File: config.mk
export PLATFORM = sky130hd
export DESIGN_NAME = imem_fetch_unit
export DESIGN_NICKNAME = d
export VERILOG_FILES = /design/src/rtl/imem_pkg.sv /design/src/rtl/imem_array.sv /design/src/rtl/imem_fetch_unit.sv
export SDC_FILE = /design/constraint.sdc
export NUM_CORES = 1
export LEC_CHECK = 0
export CELL_PAD_IN_SITES_DETAIL_PLACEMENT = 1
export CELL_PAD_IN_SITES_GLOBAL_PLACEMENT = 1
export CORE_MARGIN = 1
export CORE_UTILIZATION = 40
export CTS_CLUSTER_SIZE = 30
export DETAILED_ROUTE_END_ITERATION = 7
export DONT_BUFFER_PORTS = 1
export GPL_TIMING_DRIVEN = 0
export PLACE_DENSITY_LB_ADDON = 0.1
export SLEW_MARGIN = 20
export SYNTH_ARGS = -nofsm -noshare
export SYNTH_HDL_FRONTEND = slang
export SYNTH_SLANG_ARGS = --single-unit
File: constraint.sdc
create_clock -name clk -period 3.75 [get_ports clk]
set_clock_uncertainty 0.1 [all_clocks]
set_input_delay 0.75 -clock clk [delete_from_list [all_inputs] [get_ports clk]]
set_output_delay 0.75 -clock clk [all_outputs]
set_load 0.01 [all_outputs]
File: src/rtl/imem_pkg.sv
// Shared types and helpers for the instruction-memory fetch unit.
// IMEM_PARITY_EN adds one even-parity bit per stored word.
package imem_pkg;

  typedef enum logic [1:0] {IDLE, HOLD, LOAD} imem_state_e;

  localparam int PAR_MAX_W = 64;
  localparam logic [PAR_MAX_W-1:0] NOP_INSTR = '0;

  // Even parity: the stored bit makes the total count of ones even.
  function automatic logic parity_f(input logic [PAR_MAX_W-1:0] d);
    return ^d;
  endfunction

endpackage

File: src/rtl/imem_array.sv
// Program store with synchronous write and registered synchronous read.
// IMEM_PARITY_EN: stores/checks a parity bit per word and adds inj_par_err.
module imem_array
  import imem_pkg::*;
#(
  parameter int INSTR_WIDTH = 8,
  parameter int IMEM_DEPTH  = 16,
  parameter int ADDR_WIDTH  = $clog2(IMEM_DEPTH)
) (
  input  logic                   clk,
  input  logic                   reset_n,
  input  logic                   we,
  input  logic [ADDR_WIDTH-1:0]  waddr,
  input  logic [INSTR_WIDTH-1:0] wdata,
`ifdef IMEM_PARITY_EN
  input  logic                   inj_par_err,
`endif
  input  logic                   re,
  input  logic [ADDR_WIDTH-1:0]  raddr,
  output logic [INSTR_WIDTH-1:0] rdata,
  output logic                   rerr
);

`ifdef IMEM_PARITY_EN
  localparam int WORD_W = INSTR_WIDTH + 1;
`else
  localparam int WORD_W = INSTR_WIDTH;
`endif
  localparam logic [ADDR_WIDTH:0] DEPTH_W = (ADDR_WIDTH+1)'(IMEM_DEPTH);

  logic [WORD_W-1:0] mem [IMEM_DEPTH];
  logic [WORD_W-1:0] wword, rword;
  logic              wr_ok, rd_ok, bad;

  // Depth need not be a power of two, so both ports range-check.
  assign wr_ok = {1'b0, waddr} < DEPTH_W;
  assign rd_ok = {1'b0, raddr} < DEPTH_W;
  assign rword = mem[raddr];

`ifdef IMEM_PARITY_EN
  assign wword = {parity_f(PAR_MAX_W'(wdata)) ^ inj_par_err, wdata};
  assign bad   = !rd_ok ||
                 (parity_f(PAR_MAX_W'(rword[INSTR_WIDTH-1:0])) != rword[INSTR_WIDTH]);
`else
  assign wword = wdata;
  assign bad   = !rd_ok;
`endif

  // Contents deliberately survive reset.
  always_ff @(posedge clk)
    if (we && wr_ok) mem[waddr] <= wword;

  always_ff @(posedge clk or negedge reset_n) begin
    if (!reset_n) begin
      rdata <= '0;
      rerr  <= 1'b0;
    end else if (re) begin
      rerr  <= bad;
      rdata <= bad ? INSTR_WIDTH'(NOP_INSTR) : rword[INSTR_WIDTH-1:0];
    end
  end

endmodule

File: src/rtl/imem_fetch_unit.sv
// Instruction fetch unit: valid/ready fetch port, one-entry response, loader port.
// IMEM_PARITY_EN enables per-word parity and the inj_par_err test input.
module imem_fetch_unit
  import imem_pkg::*;
#(
  parameter  int INSTR_WIDTH = 8,
  parameter  int IMEM_DEPTH  = 16,
  localparam int ADDR_WIDTH  = $clog2(IMEM_DEPTH)
) (
  input  logic                   clk,
  input  logic                   reset_n,
  input  logic                   ld_en,
  input  logic                   ld_we,
  input  logic [ADDR_WIDTH-1:0]  ld_addr,
  input  logic [INSTR_WIDTH-1:0] ld_data,
`ifdef IMEM_PARITY_EN
  input  logic                   inj_par_err,
`endif
  input  logic                   req_valid,
  output logic                   req_ready,
  input  logic [ADDR_WIDTH-1:0]  req_addr,
  output logic                   rsp_valid,
  input  logic                   rsp_ready,
  output logic [INSTR_WIDTH-1:0] rsp_instr,
  output logic [ADDR_WIDTH-1:0]  rsp_addr,
  output logic                   rsp_err
);

  imem_state_e state;
  logic        accept, ld_wr;

  // A held response blocks new requests until consumed; the loader always blocks.
  always_comb begin
    req_ready = 1'b0;
    case (state)
      IDLE:    req_ready = !ld_en;
      HOLD:    req_ready = rsp_ready && !ld_en;
      default: req_ready = 1'b0;
    endcase
    if (!reset_n) req_ready = 1'b0;
  end

  assign accept = req_valid && req_ready;
  assign ld_wr  = (state == LOAD) && ld_we;

  always_ff @(posedge clk or negedge reset_n) begin
    if (!reset_n) begin
      state     <= IDLE;
      rsp_valid <= 1'b0;
      rsp_addr  <= '0;
    end else begin
      case (state)
        IDLE:
          if (ld_en) state <= LOAD;
          else if (req_valid) begin
            state     <= HOLD;
            rsp_valid <= 1'b1;
            rsp_addr  <= req_addr;
          end
        HOLD:
          if (rsp_ready) begin
            if (ld_en) begin
              state     <= LOAD;
              rsp_valid <= 1'b0;
            end else if (req_valid) begin
              rsp_addr  <= req_addr;
            end else begin
              state     <= IDLE;
              rsp_valid <= 1'b0;
            end
          end
        LOAD:
          if (!ld_en) state <= IDLE;
        default: begin
          state     <= IDLE;
          rsp_valid <= 1'b0;
        end
      endcase
    end
  end

  imem_array #(
    .INSTR_WIDTH (INSTR_WIDTH),
    .IMEM_DEPTH  (IMEM_DEPTH),
    .ADDR_WIDTH  (ADDR_WIDTH)
  ) u_array (
    .clk         (clk),
    .reset_n     (reset_n),
    .we          (ld_wr),
    .waddr       (ld_addr),
    .wdata       (ld_data),
`ifdef IMEM_PARITY_EN
    .inj_par_err (inj_par_err),
`endif
    .re          (accept),
    .raddr       (req_addr),
    .rdata       (rsp_instr),
    .rerr        (rsp_err)
  );

endmodule

==> summary.md, run 1 <==
| Metric | Value |
|---|---|
| Outcome | completed |
| Share of cells above drive strength 1 | 27.06% |
| Setup slack after layout | 1.332 ns |
| Compound-Gate Fraction of Synth Area | 1.488% |
| Final ANT Viol Nets | 0 |
| Slew @ Worst Pin | 1.107 ns |
| # setup viols final | 0 |
| Initial Util | 40.75% |
| CP peak stage delay | 0.78 ns |
| Worst endpoint required time | 3.69 ns |
| Startpoint Class | flip-flop |
| Synth area leader | edfxtp_1 |
| Worst setup path category | flip-flop to flip-flop |
| Initial drt markers | 105 |
| Synthesized cell area | 0.005634 mm^2 |
| Max-slew violation count | 0 |
| TritonCTS clock tree | built |
| RePlAce Congestion | 0.7164 |
| DP Wirelength | 7819 um |
| Synth unique cells | 33 |
| Post-Synthesis Cells | 268 |
| Crit path max-delay family | simple AND/OR/NAND/NOR gates |
| Slew HR | 25.93% |
| WP buf/inv | 0 |
| Initial antenna violation count | 0 |
| Dpl cells | 450 |
| Port Buffers | 0 |
| Die Width | 120.7 um |
| Area Growth Syn to Fin | 15.19% |
| Synth Net Count | 290 |
| Largest family of logic cells by synthesized area | multiplexers |
| Cell with the most instances after synthesis | edfxtp_1 |
| WL/cell | 24.51 um |
| Post_cts resized | 0 |
| # IOs | 37 |
| VDD IR max | 0.4898 mV |
| Max Buffers Root-to-Sink | 2 |
| Cell chain of the critical path | nand3b_1 -> or3b_2 -> nor2_1 |
| Worst-path maximum fanout | 8 |
| Die area | 0.01456 mm^2 |
| N_diodes | 0 |
| Top post-synthesis cells by area | edfxtp_1, mux4_2, dfrtp_1, mux2i_1, mux4_1 |
| Tcrit/Tclk final | 64.48% |
| HP Class | primary input to flip-flop |
| Die span in y | 120.7 um |
| Cell area after placement | 0.005894 mm^2 |
| Post-synth top flop | edfxtp_1 |
| Average cell area after synthesis | 21.02 um^2 |
| Largest net degree at the start of global routing | 17 |
| Root Driver | clkbuf_16 |
| Setup repair after global routing missed its margin | false |
| Adder-cell area share of the yosys netlist | 0% |
| Yosys warning count | 0 |
| First-pass GRT wire length | 17890 um |
| Vias | 2591 |
| Synth Area in XOR/XNOR | 0% |
| Num rows | 43 |
| Fin util | 46.94% |
| Total leakage power | 2.167 nW |
| CTS buffer count | 17 |
| Arr. time, crit path | 2.36 ns |
| Fin nets | 312 |
| Non-Filler Instances | 483 |
| Via density per instance | 5.364 |
| Core footprint | 0.01383 mm^2 |
| Postcts setup bufs | 0 |
| Crit. End Element | flip-flop |
| Clk pin slew, worst setup/hold paths | 0.06 ns |
| Total track usage | 18.24% |
| Total Neg Setup Slack | 0 ns |
| Total grt overflow | 0 |
| Dpl ws | 1.089 ns |
| Clock sink count | 143 |
| Peak Freq | 0.4136 GHz |
| Max-Cap Viols | 0 |
| Number of synthesized flops with an enable pin | 128 |
| Post-route cell area | 0.006490 mm^2 |
| Final hold violations | 0 |
| Multiplexer area fraction after synthesis | 16.97% |
| Async set-reset flop share out of synthesis | 10.49% |
| # hold bufs at CTS | 1 |
| Post-synth top cells | edfxtp_1, mux4_2, mux2i_1 |
| Power Density | 561.0 mW/mm^2 |
| Final wirelength | 11840 um |
| Number of global-route vias before repair | 2865 |
| Post-synthesis sequential area ratio | 74.88% |
| CTS H-tree lvls | 4 |
| Initial DRT Pass Iterations | 4 |
| Crit path time final | 2.418 ns |
| Post-Synth Simple-Gate Area | 4.375% |
| Slowest CP cell | nor2_1 |
| Yosys reg bits | 143 |
| Yosys top cell area share | 68.22% |
| Clock latency on the worst-skew pair | 0.42 ns |
| DRC | 0 |
## cells in the final DEF (no fill, tap or decap), types with 2 or more instances in the layout
master and n:
o221ai_1 7, clkinv_2 5, clkbuf_16 17, nor3_2 4
o21ai_0 2, bufinv_16 2, nand3b_1 2, buf_4 5
mux4_1 5, edfxtp_1 128, mux2_2 5, mux2i_1 16
clkinv_4 2, mux4_2 27, nand2b_1 5, dfrtp_1 15
clkbuf_8 4, nand2_1 12, buf_6 4, nor2_1 15
clkbuf_1 3
## cell families (layout without fill, tap and decap cells)
kind of cell / Yosys count / count (layout)
simple gates: 48 / 48
flops: 143 / 143
other cells: 1 / 1
compound gates: 11 / 11
buf+inv: 12 / 47
mux: 53 / 53
## metrics by stage
stage / hold WS, ns / power [mW]
final: 0.3184 / 3.641
after global routing: 0.2991 / 3.756
after CTS: 0.2999 / 3.688
after detailed placement: 0.3548 / 2.021
after global placement: 0.3548 / 2.016
after floorplan: 0.3544 / 1.971
## sequential cells by signal (all words and copies together), names as in the netlist
register and cells:
u_array.mem 128, rsp_addr 4, u_array.rdata 8, rsp_valid 1
state 2
## worst paths after layout
| path | startpoint | cells after the start | end | slack, ns |
|---|---|---|---|---|
| max | state[0]$_DFFE_PN0P_ | 3 | u_array.mem[14][4]$_DFFE_PP_ | 1.33 |
| min | ld_data[2] | 0 | u_array.mem[14][2]$_DFFE_PP_ | 0.32 |
| max in group asynchronous | reset_n | 1 | u_array.rdata[1]$_DFFE_PN0P_ | 2.35 |
| max reg2reg | state[0]$_DFFE_PN0P_ | 3 | u_array.mem[14][4]$_DFFE_PP_ | 1.33 |
| min reg2reg | state[0]$_DFFE_PN0P_ | 1 | state[1]$_DFFE_PN0P_ | 0.44 |
| min in group asynchronous | reset_n | 1 | u_array.rdata[6]$_DFFE_PN0P_ | 0.73 |
## report_power, final
part	switching (mW)	internal (mW)
clock network	0.625	1.03
registers	0.0494	1.78
logic	0.0763	0.0795
## layout make-up
type,instances,area [um^2]
clock inverters,10,111.4
flip-flops and latches,143,4219
multi-input cells,113,1310
repair buffers,3,25.02
plain buffers,12,125.1
well taps,180,225.2
fillers,1258,7337
clock buffers,22,474.2
## per-layer routing
| metal | GRT usage, % | share of wire [%] |
|---|---|---|
| met3 | 6.132 | 6.7 |
| met5 | 0 | 0 |
| met1 | 22.27 | 41 |
| met4 | 7.407 | 1.6 |
| met2 | 29.78 | 51 |
No activity file was read; power rests on OpenSTA's default activity.
==> inputs of run 2 (changes only) <==
==> constraint.sdc (replaced) <==
create_clock -name clk -period 2.15 [get_ports clk]
set_clock_uncertainty 0.1 [all_clocks]
set_input_delay 0.43 -clock clk [delete_from_list [all_inputs] [get_ports clk]]
set_output_delay 0.43 -clock clk [all_outputs]
set_load 0.01 [all_outputs]
==> summary.md, run 2 (synthesis gave the netlist of run 1 again) <==
| Metric | Value |
|---|---|
| Outcome | finished, violations left |
| Failing checks | setup timing |
| Worst endpoint required time | 2.11 ns (-1.58 ns) |
| Leading cell type in the layout, fill and taps excluded | edfxtp_1 |
| Setup slack after layout | -0.05295 ns (-1.385 ns) |
| Via density per instance | 5.321 (-0.81%) |
| CTS buffer count | 17 (unchanged) |
| Final wirelength | 12060 um (+1.8%) |
| Tcrit/Tclk final | 102.5% (+38 points) |
| Largest net degree at the start of global routing | 17 (unchanged) |
| Max layer used | met4 |
| RePlAce Congestion | 0.7164 (unchanged) |
| Peak Freq | 0.4539 GHz (+9.8%) |
| NetSw | 1.352 mW (+80%) |
| Cell-internal power | 5.051 mW (+75%) |
| Total grt overflow | 0 (unchanged) |
| Total leakage power | 2.213 nW (+2.1%) |
| Slew HR | 50.35% (+24 points) |
| Metal-1 WL | 5273 um (+9.3%) |
| Routed length on met2 | 6085 um (+0.91%) |
| # setup viols final | 16 (+16) |
| Crit. End Element | flip-flop |
| Startpoint Class | flip-flop |
| Clock Power Share | 45.1% (-0.3 points) |
| Final Hold Slack | 0.05608 ns (-0.2623 ns) |
| Worst-path maximum fanout | 8 (unchanged) |
| TritonCTS clock tree | built |
| Share of cells above drive strength 1 | 30.45% (+3.4 points) |
| Port Buffers | 0 (unchanged) |
| Max Buffers Root-to-Sink | 2 (unchanged) |
| Setup repair after global routing missed its margin | true |
| Non-Filler Instances | 492 (+1.9%) |
| Dpl ws | -0.2623 ns (-1.352 ns) |
| Initial DRT Pass Iterations | 4 (unchanged) |
| Final ANT Viol Nets | 0 (unchanged) |
| Clk pin slew, worst setup/hold paths | 0.06 ns (about the same) |
| First-pass GRT wire length | 18110 um (+1.2%) |
| Root Driver | clkbuf_16 |
| Switching Share | 21.11% (+0.49 points) |
| Die Width | 120.7 um (unchanged) |
| N_diodes | 0 (unchanged) |
| Total track usage | 18.44% (+0.20 points) |
| Max reg flops | 128 (unchanged) |
| Max-slew violation count | 0 (unchanged) |
| HP Class | primary input to flip-flop |
| Initial antenna violation count | 0 (unchanged) |
| Arr. time, crit path | 2.16 ns (-0.20 ns) |
| Crit path time final | 2.203 ns (-0.2149 ns) |
| Reg with most FFs | u_array.mem |
| # IOs | 37 (unchanged) |
| Comb pwr share | 5.0% (+0.7 points) |
| Initial Util | 40.75% (unchanged) |
| Power Density | 963.2 mW/mm^2 (+72%) |
| Most frequent cells in the layout | edfxtp_1, mux4_2, clkbuf_16, mux2i_1, dfrtp_1 |
| Die area | 0.01456 mm^2 (unchanged) |
| WL/cell | 24.51 um (about the same) |
| DRC | 0 (unchanged) |
| Area Growth Syn to Fin | 17.99% |
| Initial drt markers | 101 (-3.8%) |
| Num rows | 43 (unchanged) |
| Slew @ Worst Pin | 0.7424 ns (-0.3646 ns) |
| Core footprint | 0.01383 mm^2 (unchanged) |
| Die span in y | 120.7 um (unchanged) |
| Met3 WL | 531 um (-33%) |
| DP Wirelength | 7819 um (unchanged) |
| Worst setup path category | flip-flop to flip-flop |
| CTS H-tree lvls | 4 (unchanged) |
| Dpl cells | 450 (unchanged) |
| Number of global-route vias before repair | 2877 (+0.42%) |
| Clock sink count | 143 (unchanged) |
| Final hold violations | 0 (unchanged) |
| Biggest regs | u_array.mem x128, u_array.rdata x8, rsp_addr x4 |
| VDD IR max | 0.8551 mV (+75%) |
| Max-Cap Viols | 0 (unchanged) |
| Vias | 2618 (+1.0%) |
| Clock latency on the worst-skew pair | 0.42 ns (about the same) |
| Part of the power in registers | 49.9% (-0.4 points) |
| Fin nets | 321 (+2.9%) |
-- run 2: final timing paths --
kind / startpoint / to / slack, ns / depth (start not counted)
setup / recovery: state[0]$_DFFE_PN0P_ / u_array.mem[14][4]$_DFFE_PP_ / -0.05 / 3
hold / removal: ld_en / state[1]$_DFFE_PN0P_ / 0.06 / 1
setup reg to reg: state[0]$_DFFE_PN0P_ / u_array.mem[14][4]$_DFFE_PP_ / -0.05 / 3
hold reg to reg: state[0]$_DFFE_PN0P_ / state[1]$_DFFE_PN0P_ / 0.44 / 1
max in group asynchronous: reset_n / u_array.rdata[1]$_DFFE_PN0P_ / 1.06 / 1
min in group asynchronous: reset_n / u_array.rdata[2]$_DFFE_PN0P_ / 0.41 / 1
-- run 2: metrics by stage --
step	util, %	power, mW	instance area [um^2]	setup TNS, ns
after global routing	48.08	6.606	6648	-2.737
final	48.08	6.403	6648	-0.7126
after detailed placement	42.63	3.525	5894	-11.62
after floorplan	-	3.438	5634	0
after global placement	42.38	3.517	5859	-21.97
after CTS	47.79	6.479	6608	-0.6578
-- run 2: final cells by class --
type	instances	area, um^2
clock inverters	10	111.4
flip-flops and latches	143	4219
well taps	180	225.2
repair buffers	12	125.1
fillers	1250	7179
plain buffers	12	125.1
clock buffers	22	474.2
multi-input cells	113	1368
-- run 2: power groups by stage --
stage | clock (mW) | sequential (mW) | combinational [mW]
2_1_floorplan | 0 | 3.23 | 0.212
3_3_place_gp | 0 | 3.25 | 0.266
3_5_place_dp | 0 | 3.25 | 0.270
4_1_cts | 2.96 | 3.20 | 0.328
5_1_grt | 3.05 | 3.20 | 0.356
6_report | 2.89 | 3.19 | 0.321
-- run 2: what timing repair did --
action / 4_1_cts / 5_1_grt
endpoints found under the hold margin: 143 / 0
setup buffers: 0 / 1
hold buffers: 9 / 0
endpoints found under the setup margin: 88 / 72
gates resized for setup: 12 / 5
-- run 2: worst max-delay path, stage by stage, from the launching register on --
cell,delay [ns]
dfrtp_1,0.41
nand3b_1,0.21
or3b_2,0.58
nor2_2,0.54
-- run 2: metal layers --
metal	global-route usage, %	vias to the layer above
li1	-	1165
met1	23.15	1385
met2	29.81	52
met3	6.132	16
met4	6.713	0
met5	0	-
==> inputs of run 3 (changes only) <==
--- a/config.mk
+++ b/config.mk
@@ -7,12 +7,14 @@
 export LEC_CHECK = 0
 export CELL_PAD_IN_SITES_DETAIL_PLACEMENT = 1
 export CELL_PAD_IN_SITES_GLOBAL_PLACEMENT = 1
+export CORE_ASPECT_RATIO = 0.6
 export CORE_MARGIN = 1
-export CORE_UTILIZATION = 40
+export CORE_UTILIZATION = 50
 export CTS_CLUSTER_SIZE = 30
 export DETAILED_ROUTE_END_ITERATION = 7
 export DONT_BUFFER_PORTS = 1
 export GPL_TIMING_DRIVEN = 0
+export MAX_ROUTING_LAYER = met4
 export PLACE_DENSITY_LB_ADDON = 0.1
 export SLEW_MARGIN = 20
 export SYNTH_ARGS = -nofsm -noshare
==> summary.md, run 3 (synthesis gave the netlist of run 1 again) <==
| Metric | Value |
|---|---|
| Fin nets | 319 (-0.62%) |
| Post-route cell area | 0.006566 mm^2 (-1.2%) |
| Die span in y | 84.23 um (-30%) |
| N_diodes | 0 (unchanged) |
| VDD IR max | 0.5923 mV (-31%) |
| Cell area after placement | 0.005828 mm^2 (-1.1%) |
| Max reg flops | 128 (unchanged) |
| Number of global-route vias before repair | 2870 (-0.24%) |
| Share of cells above drive strength 1 | 29.68% (-0.77 points) |
| RePlAce Congestion | 0.7219 (+0.77%) |
| Leading cell type in the layout, fill and taps excluded | edfxtp_1 |
| Max Buffers Root-to-Sink | 2 (unchanged) |
| CTS H-tree lvls | 4 (unchanged) |
| DRC | 5 (+5) |
| Reg with most FFs | u_array.mem |
| Clk pin slew, worst setup/hold paths | 0.07 ns (about the same) |
| Die area | 0.01171 mm^2 (-20%) |
| DP Wirelength | 7866 um (+0.61%) |
| Largest net degree at the start of global routing | 17 (unchanged) |
| Switching Share | 24.16% (+3.1 points) |
| Core footprint | 0.01078 mm^2 (-22%) |
| Slew HR | 44.18% (-6.2 points) |
| Clock sink count | 143 (unchanged) |
| R2R Path End | u_array.mem[14][2]$_DFFE_PP_ |
| # IOs | 37 (unchanged) |
| Max-slew violation count | 0 (unchanged) |
| Biggest regs | u_array.mem x128, u_array.rdata x8, rsp_addr x4 |
| Cell-internal power | 4.788 mW (-5.2%) |
| Port Buffers | 0 (unchanged) |
| Tcrit/Tclk final | 100.5% (-2.0 points) |
| Max-Cap Viols | 0 (unchanged) |
| Final Hold Slack | 0.04525 ns (-0.01083 ns) |
| Setup repair after global routing missed its margin | true |
| Power Density | 961.5 mW/mm^2 (-0.18%) |
| Worst reg2reg path depth | 3 (unchanged) |
| Comb pwr share | 5.2% (+0.2 points) |
| Total Neg Setup Slack | -0.06025 ns (+0.6524 ns) |
| Hold path startpoint | ld_en |
| Initial antenna violation count | 0 (unchanged) |
| Total grt overflow | 0 (unchanged) |
| Outcome | finished, violations left |
| Startpoint Class | flip-flop |
| Sequential Area | 0.004219 mm^2 (unchanged) |
| Clock Power Share | 44.4% (-0.7 points) |
| Vias | 2703 (+3.2%) |
| Fin util | 60.93% (+13 points) |
| WL/cell | 26.73 um (+9.1%) |
| Final ANT Viol Nets | 0 (unchanged) |
| Initial Util | 52.28% (+12 points) |
| Worst setup path category | flip-flop to flip-flop |
| Worst-path maximum fanout | 8 (unchanged) |
| Area Growth Syn to Fin | 16.54% |
| Most frequent cells in the layout | edfxtp_1, mux4_2, clkbuf_16, mux2i_1, dfrtp_1 |
| Root Driver | clkbuf_16 |
| Via density per instance | 6.020 (+13%) |
| Area of the multi-input gates | 0.001369 mm^2 (about the same) |
| Worst endpoint required time | 2.11 ns (about the same) |
| CTS buffer count | 17 (unchanged) |
| Peak Freq | 0.4628 GHz (+1.9%) |
| Crit. End Element | flip-flop |
| Hold Path Sink | state[1]$_DFFE_PN0P_ |
| NetSw | 1.525 mW (+13%) |
| Worst r2r src | state[0]$_DFFE_PN0P_ |
| Die Width | 139.0 um (+15%) |
| Failing checks | DRC, setup timing |
| HP Class | primary input to flip-flop |
| Slew @ Worst Pin | 0.8342 ns (+0.09179 ns) |
| Part of the power in registers | 50.5% (+0.6 points) |
| TritonCTS clock tree | built |
| Arr. time, crit path | 2.12 ns (-0.04 ns) |
| Total track usage | 23.68% (+5.2 points) |
| Initial drt markers | 164 (+62%) |
| Num rows | 29 (-33%) |
| Hold path depth | 1 (unchanged) |
| Total leakage power | 2.192 nW (-0.93%) |
| Worst reg-to-reg setup slack | -0.01 ns (+0.04 ns) |
| Setup slack after layout | -0.01098 ns (+0.04197 ns) |
| Crit path time final | 2.161 ns (-0.04197 ns) |
| Final hold violations | 0 (unchanged) |
| Layout fillers | 903 (-28%) |
| # setup viols final | 15 (-1) |
| Initial DRT Pass Iterations | 6 (+2) |
| First-pass GRT wire length | 18150 um (+0.23%) |
| Final wirelength | 12000 um (-0.47%) |
| Clock latency on the worst-skew pair | 0.43 ns (about the same) |
[run 3: power by group through the flow]
stage | logic [mW] | clock network (mW) | registers (mW)
final | 0.327 | 2.80 | 3.19
after global routing | 0.357 | 2.95 | 3.19
after CTS | 0.328 | 2.85 | 3.19
after detailed placement | 0.272 | 0 | 3.25
after global placement | 0.262 | 0 | 3.24
after floorplan | 0.212 | 0 | 3.23
[run 3: routing by layer]
metal / track usage, % / vias up / wire length [um]
met2: 33.10 / 84 / 5507
met5: - / - / 0
met1: 33.79 / 1427 / 5681
met4: 7.879 / 0 / 137
met3: 6.446 / 21 / 674
li1: - / 1171 / -
[run 3: layout make-up]
class,count,area share (%)
buffer,12,1.905
clock buffer,17,6.479
clock inverter,15,2.191
multi-input combinational,113,20.85
sequential,143,64.25
tap,139,2.649
timing repair buffer,10,1.677
[run 3: worst max path at each step]
stage | startpoint | to | slack, ns
after floorplan | state[0]$_DFFE_PN0P_ | u_array.mem[2][0]$_DFFE_PP_ | 0.007
after global placement | state[0]$_DFFE_PN0P_ | u_array.mem[2][6]$_DFFE_PP_ | -0.53
after CTS | state[0]$_DFFE_PN0P_ | u_array.mem[10][6]$_DFFE_PP_ | -0.22
after detailed placement | state[0]$_DFFE_PN0P_ | u_array.mem[14][6]$_DFFE_PP_ | -0.25
final | state[0]$_DFFE_PN0P_ | u_array.mem[14][2]$_DFFE_PP_ | -0.01
after global routing | state[0]$_DFFE_PN0P_ | u_array.mem[14][2]$_DFFE_PP_ | -0.16
[run 3: critical path, stage by stage, from the launching register on]
cell	delay (ns)
dfrtp_1	0.42
nand3b_1	0.21
or3b_2	0.57
nor2_2	0.49
[run 3: per-stage QoR]
stage / total power, mW / worst slack [ns] / instances
2_1_floorplan: 3.438 / 0.007044 / 268
3_3_place_gp: 3.505 / -0.5324 / 407
3_5_place_dp: 3.519 / -0.2456 / 407
4_1_cts: 6.363 / -0.2227 / 448
5_1_grt: 6.496 / -0.1639 / 449
6_report: 6.314 / -0.01098 / 449
[run 3: timing repair]
item,4_1_cts,5_1_grt
buffers inserted,0,1
endpoints found under the setup margin,65,88
hold endpoints to repair,143,0
hold buffers,9,0
resized for setup,5,11
